===== src/rtl/mips_avalon_arbiter_pkg.sv =====
`default_nettype none
// ============================================================================
// Module      : mips_avalon_pkg
// Description : Shared types and constants for the MIPS Avalon-MM arbiter:
//               arbitration state encoding, master identifiers and bus widths.
// Revision    : 1.0 - initial release
// ============================================================================
package mips_avalon_pkg;

    localparam int AV_DATA_W = 32;
    localparam int AV_BE_W   = 4;

    typedef enum logic [1:0] {
        IDLE   = 2'd0,
        GNT_M0 = 2'd1,
        GNT_M1 = 2'd2
    } arb_state_t;

    typedef enum logic {
        M0 = 1'b0,
        M1 = 1'b1
    } master_id_t;

    // Plain-vector views of the state encoding for legacy-style FSM code.
    localparam logic [1:0] ST_IDLE   = IDLE;
    localparam logic [1:0] ST_GNT_M0 = GNT_M0;
    localparam logic [1:0] ST_GNT_M1 = GNT_M1;

    // The master that is not m.
    function automatic master_id_t other_master(input master_id_t m);
        return (m == M0) ? M1 : M0;
    endfunction

endpackage
`default_nettype wire


===== src/rtl/mips_avalon_arbiter_if.sv =====
`default_nettype none
// ============================================================================
// Module      : mips_avalon_if
// Description : One Avalon-MM link (address/command/data/stall). The master
//               modport is the side that issues commands, the slave modport
//               the side that answers them.
// Revision    : 1.0 - initial release
// ============================================================================
interface mips_avalon_if #(
    parameter int ADDR_W = 32
);
    import mips_avalon_pkg::*;

    logic [ADDR_W-1:0]    address;
    logic                 read;
    logic                 write;
    logic [AV_DATA_W-1:0] writedata;
    logic [AV_BE_W-1:0]   byteenable;
    logic                 waitrequest;
    logic [AV_DATA_W-1:0] readdata;

    modport master (
        output address, read, write, writedata, byteenable,
        input  waitrequest, readdata
    );

    modport slave (
        input  address, read, write, writedata, byteenable,
        output waitrequest, readdata
    );

endinterface
`default_nettype wire


===== src/rtl/mips_avalon_arbiter_rr_pick.sv =====
`default_nettype none
// ============================================================================
// Module      : mips_avalon_rr_pick
// Description : Combinational two-way chooser. A lone requester always wins;
//               on a tie the winner is the master not granted last time
//               (round-robin) or the data master (fixed priority).
// Revision    : 1.0 - initial release
// ============================================================================
module mips_avalon_rr_pick
    import mips_avalon_pkg::*;
#(
    parameter bit RR_ENABLE = 1'b1
) (
    input  logic [1:0] req_i,
    input  master_id_t last_grant_i,
    output master_id_t winner_o
);

    // Resolve the winner from the request pair and grant history
    always_comb begin
        winner_o = M0;
        case (req_i)
            2'b01:   winner_o = M0;
            2'b10:   winner_o = M1;
            2'b11:   winner_o = RR_ENABLE ? other_master(last_grant_i) : M1;
            default: winner_o = M0;
        endcase
    end

endmodule
`default_nettype wire


===== src/rtl/mips_avalon_arbiter.sv =====
`default_nettype none
// ============================================================================
// Module      : mips_avalon_arbiter
// Description : Two-master (instruction fetch m0, data load/store m1) to one
//               slave Avalon-MM arbiter. One registered arbitration cycle out
//               of IDLE, grant held until the transfer completes, direct
//               hand-over to a waiting master at completion.
// Revision    : 1.0 - initial release
// ============================================================================
module mips_avalon_arbiter
    import mips_avalon_pkg::*;
#(
    parameter bit RR_ENABLE        = 1'b1,
    parameter int ADDR_W           = 32,
    // Simulation only: report a dropped command with $error (1) or just count it (0)
    parameter bit PROTO_ERR_REPORT = 1'b1
) (
    input  wire logic         clk,
    input  wire logic         reset_n,
    mips_avalon_if.slave      m0,
    mips_avalon_if.slave      m1,
    mips_avalon_if.master     s
);

    logic [1:0]  state_q, state_d;
    master_id_t  last_q, last_d;
    logic [1:0]  req;
    master_id_t  pick;

    logic [ADDR_W-1:0]    gnt_addr;
    logic                 gnt_read;
    logic                 gnt_write;
    logic [AV_DATA_W-1:0] gnt_wdata;
    logic [AV_BE_W-1:0]   gnt_be;

    // m0 never writes in practice, but both masters are treated alike
    assign req[0] = m0.read | m0.write;
    assign req[1] = m1.read | m1.write;

    mips_avalon_rr_pick #(
        .RR_ENABLE (RR_ENABLE)
    ) u_pick (
        .req_i        (req),
        .last_grant_i (last_q),
        .winner_o     (pick)
    );

    // Next grant: arbitrate from IDLE, hold until completion or command drop
    always_comb begin
        state_d = state_q;
        last_d  = last_q;
        case (state_q)
            ST_IDLE: begin
                if (|req) begin
                    state_d = (pick == M1) ? ST_GNT_M1 : ST_GNT_M0;
                end
            end
            ST_GNT_M0: begin
                if (!req[0]) begin
                    // Command withdrawn mid-transfer: abandon it, history untouched
                    state_d = ST_IDLE;
                end else if (!s.waitrequest) begin
                    last_d  = M0;
                    state_d = req[1] ? ST_GNT_M1 : ST_IDLE;
                end
            end
            ST_GNT_M1: begin
                if (!req[1]) begin
                    state_d = ST_IDLE;
                end else if (!s.waitrequest) begin
                    last_d  = M1;
                    state_d = req[0] ? ST_GNT_M0 : ST_IDLE;
                end
            end
            default: state_d = ST_IDLE;
        endcase
    end

    // Grant state and history; reset drops the slave command at once
    always_ff @(posedge clk or negedge reset_n) begin
        if (!reset_n) begin
            state_q <= ST_IDLE;
            last_q  <= M0;
        end else begin
            state_q <= state_d;
            last_q  <= last_d;
        end
    end

    // Route the granted master to the slave and the slave stall back to it
    always_comb begin
        gnt_addr       = '0;
        gnt_read       = 1'b0;
        gnt_write      = 1'b0;
        gnt_wdata      = '0;
        gnt_be         = '0;
        m0.waitrequest = req[0];
        m1.waitrequest = req[1];
        case (state_q)
            ST_GNT_M0: begin
                gnt_addr       = m0.address;
                gnt_write      = m0.write;
                gnt_read       = m0.read & ~m0.write;
                gnt_wdata      = m0.writedata;
                gnt_be         = m0.byteenable;
                m0.waitrequest = s.waitrequest;
            end
            ST_GNT_M1: begin
                gnt_addr       = m1.address;
                gnt_write      = m1.write;
                // A simultaneous read+write is resolved as a write
                gnt_read       = m1.read & ~m1.write;
                gnt_wdata      = m1.writedata;
                gnt_be         = m1.byteenable;
                m1.waitrequest = s.waitrequest;
            end
            default: ;
        endcase
    end

    assign s.address    = gnt_addr;
    assign s.read       = gnt_read;
    assign s.write      = gnt_write;
    assign s.writedata  = gnt_wdata;
    assign s.byteenable = gnt_be;

    // Read data is shared; each master qualifies it with its own waitrequest
    assign m0.readdata  = s.readdata;
    assign m1.readdata  = s.readdata;

`ifndef SYNTHESIS
    int unsigned proto_err_cnt;

    // Flag bus-protocol violations that the hardware silently tolerates
    always_ff @(posedge clk or negedge reset_n) begin
        if (!reset_n) begin
            proto_err_cnt <= 0;
        end else begin
            if (m1.read && m1.write) begin
                $fatal(1, "mips_avalon_arbiter: m1_read and m1_write both asserted");
            end
            if ((state_q == ST_GNT_M0 && !req[0]) || (state_q == ST_GNT_M1 && !req[1])) begin
                proto_err_cnt <= proto_err_cnt + 1;
                if (PROTO_ERR_REPORT) begin
                    $error("mips_avalon_arbiter: granted master dropped its command before completion");
                end
            end
        end
    end
`endif

endmodule
`default_nettype wire


===== src/flat_wrapper.sv =====
// flat-port wrapper written by rule: the top's interface ports become plain ports
module mips_avalon_arbiter_flat import mips_avalon_pkg::*;
#(
    parameter bit RR_ENABLE        = 1'b1,
    parameter int ADDR_W           = 32,
                                                                                     
    parameter bit PROTO_ERR_REPORT = 1'b1
)
  (clk, reset_n, m0_address, m0_read, m0_write, m0_writedata, m0_byteenable, m0_waitrequest, m0_readdata, m1_address, m1_read, m1_write, m1_writedata, m1_byteenable, m1_waitrequest, m1_readdata, s_address, s_read, s_write, s_writedata, s_byteenable, s_waitrequest, s_readdata);
  mips_avalon_if #(.ADDR_W(ADDR_W)) m0_i ();
  mips_avalon_if #(.ADDR_W(ADDR_W)) m1_i ();
  mips_avalon_if #(.ADDR_W(ADDR_W)) s_i ();
  input  wire logic clk;
  input  wire logic reset_n;
  input wire logic [$bits(m0_i.address)-1:0] m0_address;
  input wire logic [$bits(m0_i.read)-1:0] m0_read;
  input wire logic [$bits(m0_i.write)-1:0] m0_write;
  input wire logic [$bits(m0_i.writedata)-1:0] m0_writedata;
  input wire logic [$bits(m0_i.byteenable)-1:0] m0_byteenable;
  output wire logic [$bits(m0_i.waitrequest)-1:0] m0_waitrequest;
  output wire logic [$bits(m0_i.readdata)-1:0] m0_readdata;
  input wire logic [$bits(m1_i.address)-1:0] m1_address;
  input wire logic [$bits(m1_i.read)-1:0] m1_read;
  input wire logic [$bits(m1_i.write)-1:0] m1_write;
  input wire logic [$bits(m1_i.writedata)-1:0] m1_writedata;
  input wire logic [$bits(m1_i.byteenable)-1:0] m1_byteenable;
  output wire logic [$bits(m1_i.waitrequest)-1:0] m1_waitrequest;
  output wire logic [$bits(m1_i.readdata)-1:0] m1_readdata;
  output wire logic [$bits(s_i.address)-1:0] s_address;
  output wire logic [$bits(s_i.read)-1:0] s_read;
  output wire logic [$bits(s_i.write)-1:0] s_write;
  output wire logic [$bits(s_i.writedata)-1:0] s_writedata;
  output wire logic [$bits(s_i.byteenable)-1:0] s_byteenable;
  input wire logic [$bits(s_i.waitrequest)-1:0] s_waitrequest;
  input wire logic [$bits(s_i.readdata)-1:0] s_readdata;
  assign m0_i.address = m0_address;
  assign m0_i.read = m0_read;
  assign m0_i.write = m0_write;
  assign m0_i.writedata = m0_writedata;
  assign m0_i.byteenable = m0_byteenable;
  assign m0_waitrequest = m0_i.waitrequest;
  assign m0_readdata = m0_i.readdata;
  assign m1_i.address = m1_address;
  assign m1_i.read = m1_read;
  assign m1_i.write = m1_write;
  assign m1_i.writedata = m1_writedata;
  assign m1_i.byteenable = m1_byteenable;
  assign m1_waitrequest = m1_i.waitrequest;
  assign m1_readdata = m1_i.readdata;
  assign s_address = s_i.address;
  assign s_read = s_i.read;
  assign s_write = s_i.write;
  assign s_writedata = s_i.writedata;
  assign s_byteenable = s_i.byteenable;
  assign s_i.waitrequest = s_waitrequest;
  assign s_i.readdata = s_readdata;
  mips_avalon_arbiter #(.RR_ENABLE(RR_ENABLE), .ADDR_W(ADDR_W), .PROTO_ERR_REPORT(PROTO_ERR_REPORT)) u_core (.clk(clk), .reset_n(reset_n), .m0(m0_i), .m1(m1_i), .s(s_i));
endmodule

===== config.mk =====
export PLATFORM = sky130hd
export DESIGN_NAME = mips_avalon_arbiter_flat
export DESIGN_NICKNAME = d
export VERILOG_FILES = /design/src/rtl/mips_avalon_arbiter_pkg.sv /design/src/rtl/mips_avalon_arbiter_if.sv /design/src/rtl/mips_avalon_arbiter_rr_pick.sv /design/src/rtl/mips_avalon_arbiter.sv /design/src/flat_wrapper.sv
export SDC_FILE = /design/constraint.sdc
export NUM_CORES = 1
export LEC_CHECK = 0
export CAP_MARGIN = 10
export CORE_AREA = 2 2 121 123
export DETAILED_ROUTE_END_ITERATION = 12
export DIE_AREA = 0 0 123 125
export GPL_TIMING_DRIVEN = 0
export SLEW_MARGIN = 20
export SYNTH_ARGS = -nofsm -noshare
export SYNTH_HDL_FRONTEND = slang
export SYNTH_SLANG_ARGS = --single-unit

===== constraint.sdc =====
create_clock -name clk -period 4.08 [get_ports clk]
set_input_delay 0.612 -clock clk [delete_from_list [all_inputs] [get_ports clk]]
set_output_delay 0.612 -clock clk [all_outputs]
set_load 0.03 [all_outputs]

==> results of run 1 <==
-- logic make-up after synthesis --
family | Yosys count | share of synthesized area (%)
buffers and inverters | 92 | 32.2
AO/OA/AOI/OAI | 83 | 33.0
AND/OR/NAND/NOR | 81 | 27.3
adder cells (fa/ha/maj) | 4 | 2.71
flip-flops | 3 | 4.06
multiplexers | 1 | 0.812
-- per-layer routing --
metal	wire (µm)	vias up	global-route usage, %
met2	6170	178	27.2
met5	0	-	0
met3	1190	6	3.19
li1	-	1430	-
met4	56	0	2.14
met1	4080	1348	14.1
-- final cells by class --
class / instances / area, µm²
Fill cell: 1496 / 9260
Timing Repair Buffer: 278 / 2780
Multi-Input combinational cell: 169 / 1180
Buffer: 88 / 579
Tap cell: 184 / 230
Clock buffer: 4 / 78.8
Sequential cell: 3 / 75.1
Inverter: 4 / 15.0
-- metrics by stage --
step | total power [W] | setup WS [ns] | hold slack (ns) | cell area, µm² | std cells
floorplan | 0.00147 | 1.83 | 0.316 | 1850 | 264
global placement | 0.00247 | 0.488 | 0.562 | 4860 | 726
detailed placement | 0.00249 | 0.473 | 0.584 | 4860 | 726
CTS | 0.00266 | 0.228 | 0.570 | 4940 | 730
global route | 0.00280 | 0.121 | 0.578 | 4940 | 730
finish | 0.00261 | 0.424 | 0.573 | 4940 | 730
-- cells in the mapped netlist, drive strengths merged --
library cell and instances:
and2 1, or3 1, o21ai 4, ha 4
o32ai 1, inv 4, clkbuf 18, nor3 1
mux2 1, nor2 4, o21a 1, buf 70
or2 1, o22ai 1, nor2b 69, a21oi 3
nand2 3, a22oi 70, dfrtp 3, or4 1
a31oi 3
-- state kept, by name, indices dropped and copies added (netlist names) --
register,count
u_core.last_q,1
u_core.state_q,2
-- power groups by stage --
stage	logic (W)	registers, W	clock network (W)
global route	0.00257	0.0000564	0.000165
finish	0.00240	0.0000552	0.000156
CTS	0.00245	0.0000553	0.000161
detailed placement	0.00244	0.0000553	0
global placement	0.00241	0.0000538	0
floorplan	0.00142	0.0000521	0
-- worst min-delay path by stage --
| stage | start | endpoint | cells after the start |
|---|---|---|---|
| floorplan | reset_n | u_core.last_q$_DFFE_PN0P_ | 0 |
| global placement | u_core.state_q[0]$_DFFE_PN0P_ | u_core.state_q[0]$_DFFE_PN0P_ | 1 |
| detailed placement | u_core.state_q[0]$_DFFE_PN0P_ | u_core.state_q[0]$_DFFE_PN0P_ | 1 |
| CTS | reset_n | u_core.state_q[0]$_DFFE_PN0P_ | 1 |
| global route | reset_n | u_core.state_q[0]$_DFFE_PN0P_ | 1 |
| finish | reset_n | u_core.state_q[0]$_DFFE_PN0P_ | 1 |
-- critical path, stage by stage, from the launching register on --
cell and delay, ns:
sky130_fd_sc_hd__dfrtp_1 0.38, sky130_fd_sc_hd__inv_1 0.08, sky130_fd_sc_hd__ha_1 0.28, sky130_fd_sc_hd__clkbuf_1 0.43, sky130_fd_sc_hd__clkbuf_1 0.65, sky130_fd_sc_hd__nor2b_1 0.23
sky130_fd_sc_hd__clkdlybuf4s50_1 0.76
==> flow_summary.json, run 1 <==
{
  "timing.slew.headroom_pct": 43.3,
  "rsz_0062_raised_after_global_routing": "false",
  "share_comb_of_total_power_pct": 91.9,
  "worst-endpoint-required_ns": 3.47,
  "cts_post_setup_buffers_inserted": 0,
  "fmax_mhz": 274,
  "cts.clk_slew.worst_paths_ns": 0.03,
  "ir_worst_vdd_uv": 420,
  "worstSetupEndpointType": "primary output",
  "cts_inserted_buffers": 3,
  "route.detailed.drc": 0,
  "min_period_over_period_pct": 89.6,
  "finalWorstPathRequiredPeriod_ns": 3.66,
  "cell_area_after_synthesis_mm2": 0.00185,
  "critical_path_class": "register to primary output",
  "p_sw_share_pct": 53.5,
  "cp-startpoint": "u_core.state_q[0]$_DFFE_PN0P_",
  "port-buffer-count": 278,
  "ctsRootBufferMaster": "sky130_fd_sc_hd__clkbuf_16",
  "ff2ff_path_depth": 5,
  "most_frequent_cells_in_the_layout": "sky130_fd_sc_hd__clkdlybuf4s50_1, sky130_fd_sc_hd__a22oi_1, sky130_fd_sc_hd__nor2b_1, sky130_fd_sc_hd__buf_4, sky130_fd_sc_hd__clkbuf_1",
  "synth.yosys.seq_area_share_pct": 4.06,
  "timing.clock.skew_ns": 0.00173,
  "timing.final.max_slew_violations": 0,
  "num-nets-final": 726,
  "chipWidth_um": 123,
  "die-area_mm2": 0.0154,
  "tritoncts": "done",
  "crit-reg2reg-launch": "u_core.state_q[0]$_DFFE_PN0P_",
  "largest_net_degree_at_the_start_of_global_routing": 11,
  "antenna-diode-count": 0,
  "first_global_vias": 3047,
  "result_of_the_run": "complete, no violations",
  "grt_overflow_total": 0,
  "r2r_end": "u_core.last_q$_DFFE_PN0P_",
  "die-height_um": 125,
  "path_max_fanout": 10,
  "clkLatencyLatePin_ns": 0.22,
  "ioPinCount": 311,
  "core_region_area_mm2": 0.0142,
  "cts_repair_resize_count": 0,
  "synth.top_cell.area_share_pct": 28.4,
  "hpwlAfterDp_um": 9510,
  "static-leakage-power_nw": 1.80,
  "seq_power_share_pct": 2.1,
  "areaGrowthSynthToFinish_pct": 167,
  "pwr-share-clk_pct": 6.0,
  "drive_gt1_share_pct": 14.1,
  "synth.avg_cell_area_um2": 7.00,
  "dr.first_iter.drc_count": 68,
  "cts-root-to-sink-buffers": 2,
  "worstSetupStartpointType": "register",
  "cts_hold_repair_buffers": 0,
  "vias": 2962,
  "finalSetupViolCount": 0,
  "yosys.area.top_type": "sky130_fd_sc_hd__a22oi_1",
  "yosysUniqueCellTypes": 25,
  "tightestPinTransition_ns": 0.851,
  "switchingPower_w": 0.00140,
  "cp.arrival_ns": 3.04,
  "pwr_density_cell_mw_per_mm2": 529,
  "route.detailed.vias_per_inst": 4.06,
  "setup_total_negative_slack_ns": 0,
  "synth_area_leaders": "sky130_fd_sc_hd__a22oi_1, sky130_fd_sc_hd__buf_4, sky130_fd_sc_hd__nor2b_1, sky130_fd_sc_hd__dfrtp_1, sky130_fd_sc_hd__clkbuf_1",
  "synth_seq_cells": 3,
  "hold_viol": 0,
  "final_core_util_pct": 34.8,
  "fp-row-count": 44,
  "h-tree-depth": 1,
  "cts_sinks": 3,
  "timing.max_cap.violations": 0,
  "most_common_cell_after_layout_fill_and_taps_aside": "sky130_fd_sc_hd__clkdlybuf4s50_1",
  "worstHoldPathType": "input port to asynchronous set/reset pin",
  "routed_wire_length_per_instance_um": 15.8,
  "drt_wl_total_um": 11500,
  "r2r_setup_slack_ns": 2.17,
  "synthesis.yosys.warnings": 0,
  "drt.antenna.violating_nets": 0,
  "p_int_w": 0.00122,
  "endpoint": "s_writedata[29]",
  "grt_use_total_pct": 13.6,
  "syn_inst": 264,
  "gp_congestion": 0.825,
  "number_of_antenna_violations_at_the_first_check_in_global_routing": 1,
  "synth_fp_nets": 443,
  "floorplan.initialDensity_pct": 13.0,
  "detail_route.first_pass.iterations": 4,
  "grt_first_pass_wirelength_um": 16300
}
Note: power is estimated with default switching activity, not from simulation.
==> run 2: changes to the inputs <==
--- a/config.mk
+++ b/config.mk
@@ -6,11 +6,11 @@
 export NUM_CORES = 1
 export LEC_CHECK = 0
 export CAP_MARGIN = 10
-export CORE_AREA = 2 2 121 123
+export CORE_AREA = 2 2 120 122
 export DETAILED_ROUTE_END_ITERATION = 12
-export DIE_AREA = 0 0 123 125
+export DIE_AREA = 0 0 122 124
 export GPL_TIMING_DRIVEN = 0
-export SLEW_MARGIN = 20
+export SLEW_MARGIN = 10
 export SYNTH_ARGS = -nofsm -noshare
 export SYNTH_HDL_FRONTEND = slang
 export SYNTH_SLANG_ARGS = --single-unit
==> constraint.sdc (replaced) <==
create_clock -name clk -period 4.14 [get_ports clk]
set_input_delay 0.621 -clock clk [delete_from_list [all_inputs] [get_ports clk]]
set_output_delay 0.621 -clock clk [all_outputs]
set_load 0.03 [all_outputs]
==> run 2 against run 1 <==
  * Non-clock buffer count did not move
  * Wire length rose by 0.97%
  * Combinational power fell by 2%
  * Critical endpoint is now s_writedata[25]
  * Clock-buffer cell count did not move
  * Largest power group unchanged
  * Register-to-register slack improved by 0.09 ns
==> flow_summary.json, run 2 (synthesis results as in run 1) <==
{
  "result_of_the_run": "complete, no violations",
  "h-tree-depth": 1,
  "r2r_end": "u_core.last_q$_DFFE_PN0P_",
  "top_register": "u_core.state_q",
  "die-height_um": 124,
  "timing.final.max_slew_violations": 0,
  "clkLatencyLatePin_ns": 0.23,
  "dr.first_iter.drc_count": 84,
  "setup_total_negative_slack_ns": 0,
  "most_frequent_cells_in_the_layout": "sky130_fd_sc_hd__clkdlybuf4s50_1, sky130_fd_sc_hd__a22oi_1, sky130_fd_sc_hd__nor2b_1, sky130_fd_sc_hd__buf_4, sky130_fd_sc_hd__clkbuf_1",
  "tritoncts": "done",
  "chipWidth_um": 122,
  "rsz_0062_raised_after_global_routing": "false",
  "cts_inserted_buffers": 3,
  "detail_route.first_pass.iterations": 4,
  "cts_hold_repair_buffers": 0,
  "tightestPinTransition_ns": 0.744,
  "fmax_mhz": 287,
  "worstSetupEndpointType": "primary output",
  "route.detailed.vias_per_inst": 4.12,
  "drive_gt1_share_pct": 14.1,
  "areaGrowthSynthToFinish_pct": 167,
  "ctsRootBufferMaster": "sky130_fd_sc_hd__clkbuf_16",
  "largest_register_ff_count": 2,
  "drt.antenna.violating_nets": 0,
  "crit-reg2reg-launch": "u_core.state_q[0]$_DFFE_PN0P_",
  "worst_hold_slack_ns": 0.577,
  "worst-endpoint-required_ns": 3.52,
  "fp-row-count": 43,
  "cts_sinks": 3,
  "ioPinCount": 311,
  "cts.clk_slew.worst_paths_ns": 0.03,
  "first_global_vias": 3069,
  "min_period_over_period_pct": 84.1,
  "grt_use_total_pct": 13.6,
  "core_region_area_mm2": 0.0137,
  "timing.max_cap.violations": 0,
  "most_common_cell_after_layout_fill_and_taps_aside": "sky130_fd_sc_hd__clkdlybuf4s50_1",
  "largest_net_degree_at_the_start_of_global_routing": 11,
  "ff2ff_path_depth": 5,
  "multiInputGateArea_mm2": 0.00118,
  "fill_cells": 1428,
  "cts-root-to-sink-buffers": 2,
  "r2r_setup_slack_ns": 2.26,
  "grt_overflow_total": 0,
  "ir_worst_vdd_uv": 248,
  "static-leakage-power_nw": 1.80,
  "gp_congestion": 0.813,
  "pwr_density_cell_mw_per_mm2": 520,
  "worstHoldPathType": "input port to asynchronous set/reset pin",
  "design_area_mm2": 0.00493,
  "finalSetupViolCount": 0,
  "worstSetupStartpointType": "register",
  "cts_repair_resize_count": 0,
  "critical_path_class": "register to primary output",
  "number_of_antenna_violations_at_the_first_check_in_global_routing": 0,
  "timing.clock.skew_ns": 0.00222,
  "largest_registers": "u_core.state_q x2, u_core.last_q x1",
  "cts_post_setup_buffers_inserted": 0,
  "route.detailed.drc": 0,
  "routed_wire_length_per_instance_um": 16.0,
  "vias": 2991,
  "num-nets-final": 726,
  "drt_wl_total_um": 11600,
  "grt_first_pass_wirelength_um": 16000,
  "antenna-diode-count": 0,
  "timing.slew.headroom_pct": 50.4,
  "hpwlAfterDp_um": 9820,
  "port-buffer-count": 278,
  "place_area_mm2": 0.00486,
  "die-area_mm2": 0.0151,
  "cp.arrival_ns": 2.86,
  "hold_viol": 0,
  "seq_area_um2": 75.1,
  "path_max_fanout": 10,
  "finalWorstPathRequiredPeriod_ns": 3.48,
  "floorplan.initialDensity_pct": 13.5
}
run 2: cell counts in the layout (fill, tap and decap cells not counted):
Identical to the previous run, type by type.
run 2: worst max path at each step:
stage / from / endpoint / slack [ns] / cells past startpoint
finish: u_core.state_q[1]$_DFFE_PN0P_ / s_writedata[25] / 0.66 / 7
detailed placement: u_core.state_q[0]$_DFFE_PN0P_ / s_writedata[30] / 0.74 / 6
floorplan: u_core.state_q[1]$_DFFE_PN0P_ / s_address[19] / 1.89 / 6
CTS: u_core.state_q[0]$_DFFE_PN0P_ / s_writedata[30] / 0.49 / 6
global placement: u_core.state_q[0]$_DFFE_PN0P_ / s_writedata[30] / 0.76 / 6
global route: u_core.state_q[1]$_DFFE_PN0P_ / s_writedata[25] / 0.41 / 7
run 2: layout make-up:
class	count	area share, %
Timing Repair Buffer	278	56.4
Inverter	4	0.304
Tap cell	180	4.56
Multi-Input combinational cell	169	23.9
Buffer	88	11.7
Sequential cell	3	1.52
Clock buffer	4	1.60
run 2: metal layers:
metal  global-route usage (%)  share of wire (%)  vias to the layer above
met3                     4.03                 11                        8
met4                     2.95               0.90                        0
met1                     14.0                 34                     1365
met5                        0                  0                        -
met2                     27.0                 54                      183
li1                         -                  -                     1435
run 2: critical path, stage by stage (launching register included):
cell and delay [ns]:
sky130_fd_sc_hd__dfrtp_1 0.39, sky130_fd_sc_hd__inv_1 0.10, sky130_fd_sc_hd__ha_1 0.19, sky130_fd_sc_hd__buf_2 0.26
sky130_fd_sc_hd__clkbuf_1 0.60, sky130_fd_sc_hd__a22oi_1 0.22, sky130_fd_sc_hd__nor2b_1 0.16, sky130_fd_sc_hd__clkdlybuf4s50_1 0.70
run 2: power breakdown:
group	switching, W	internal, W
registers	0.0000114	0.0000429
clock network	0.0000281	0.000127
logic	0.00133	0.00103
total	0.00137	0.00120
run 2: per-stage QoR:
step                worst slack (ns)  total power (W)  util (%)  instances
detailed placement             0.743          0.00245      35.4        722
CTS                            0.493          0.00262      36.0        726
global placement               0.759          0.00242      35.4        722
global route                   0.409          0.00275      36.0        726
floorplan                       1.89          0.00145         -        264
finish                         0.657          0.00257      36.0        726
==> RTL edit: new RTL, config.mk and constraints of run 2 <==
`AV_BE_W`: 4 -> 6.
--- a/src/rtl/mips_avalon_arbiter_pkg.sv
+++ b/src/rtl/mips_avalon_arbiter_pkg.sv
@@ -9,5 +9,5 @@
 
     localparam int AV_DATA_W = 32;
-    localparam int AV_BE_W   = 4;
+    localparam int AV_BE_W   = 6;
 
     typedef enum logic [1:0] {
Interface: changed (resized m0_byteenable, m1_byteenable and s_byteenable); port bits go from 311 to 317. No check against the original RTL was run, so the function may have changed too.
==> RTL edit against run 2 <==
- final area rose by 1.7%
- core utilization rose by 0.63 points
- wire length fell by 6.1%
- clock skew fell by 0.00079 ns
- worst setup slack improved by 0.087 ns
- total power rose by 0.80%
- synthesized area rose by 1.4%
- sequential cell count did not move
- largest power group unchanged
==> RTL edit: results <==
# TYPE chip_impl_metric gauge
chip_impl_metric{name="portBuffers",unit=""} 284
chip_impl_metric{name="finalHoldWorstSlack",unit="ns"} 0.579
chip_impl_metric{name="gr-usage-met1",unit="%"} 13.6
chip_impl_metric{name="synth.area.mux_share",unit="%"} 0.601
chip_impl_metric{name="p_sw",unit="W"} 0.00136
chip_impl_metric{name="final_layout_size_suffix_gt1_share",unit="%"} 15.1
chip_impl_info{name="crit_path_end",value="s_writedata[19]"} 1
chip_impl_metric{name="post_synthesis_compound_gate_area_fraction",unit="%"} 33.3
chip_impl_metric{name="ff2ff_setup_slack",unit="ns"} 2.51
chip_impl_metric{name="rr_worst_depth",unit=""} 6
chip_impl_metric{name="ys_seq_area_share",unit="%"} 4.01
chip_impl_metric{name="netSwitchingFraction",unit="%"} 52.5
chip_impl_metric{name="area.share.sequential",unit="%"} 1.50
chip_impl_metric{name="layout.sequential_cells",unit=""} 3
chip_impl_metric{name="arrival_time_of_data_at_the_critical_path_endpoint",unit="ns"} 2.77
chip_impl_metric{name="grt.total_usage",unit="%"} 12.6
chip_impl_metric{name="placedCellCount",unit=""} 732
chip_impl_info{name="classification_of_the_worst_slack_hold_path",value="register to register"} 1
chip_impl_metric{name="combPwrFrac",unit="%"} 91.9
chip_impl_metric{name="dp_hpwl",unit="µm"} 9400
chip_impl_metric{name="layout.non_clock_buffers",unit=""} 372
chip_impl_metric{name="vias",unit=""} 2992
chip_impl_info{name="worstSetupStartpoint",value="u_core.state_q[0]"} 1
chip_impl_info{name="outcome",value="complete, no violations"} 1
chip_impl_metric{name="num-multi-input-gates",unit=""} 173
chip_impl_metric{name="clock_cell_share_of_area",unit="%"} 1.57
chip_impl_metric{name="wire_length_on_met1",unit="µm"} 3920
## RTL edit: changes by cell type after synthesis
| cell | delta |
|---|---|
| sky130_fd_sc_hd__clkbuf_1 | -7 |
| sky130_fd_sc_hd__buf_1 | -1 |
| sky130_fd_sc_hd__nor2_4 | -1 |
| sky130_fd_sc_hd__a22oi_1 | +2 |
| sky130_fd_sc_hd__mux2_2 | +1 |
| sky130_fd_sc_hd__buf_2 | +9 |
| sky130_fd_sc_hd__buf_4 | -1 |
| sky130_fd_sc_hd__inv_2 | -1 |
| sky130_fd_sc_hd__mux2_4 | -1 |
| sky130_fd_sc_hd__inv_1 | +1 |
| sky130_fd_sc_hd__nor2_2 | +1 |
| sky130_fd_sc_hd__nor2b_1 | +2 |
| sky130_fd_sc_hd__o21ai_0 | -1 |
| sky130_fd_sc_hd__o21ai_1 | +1 |
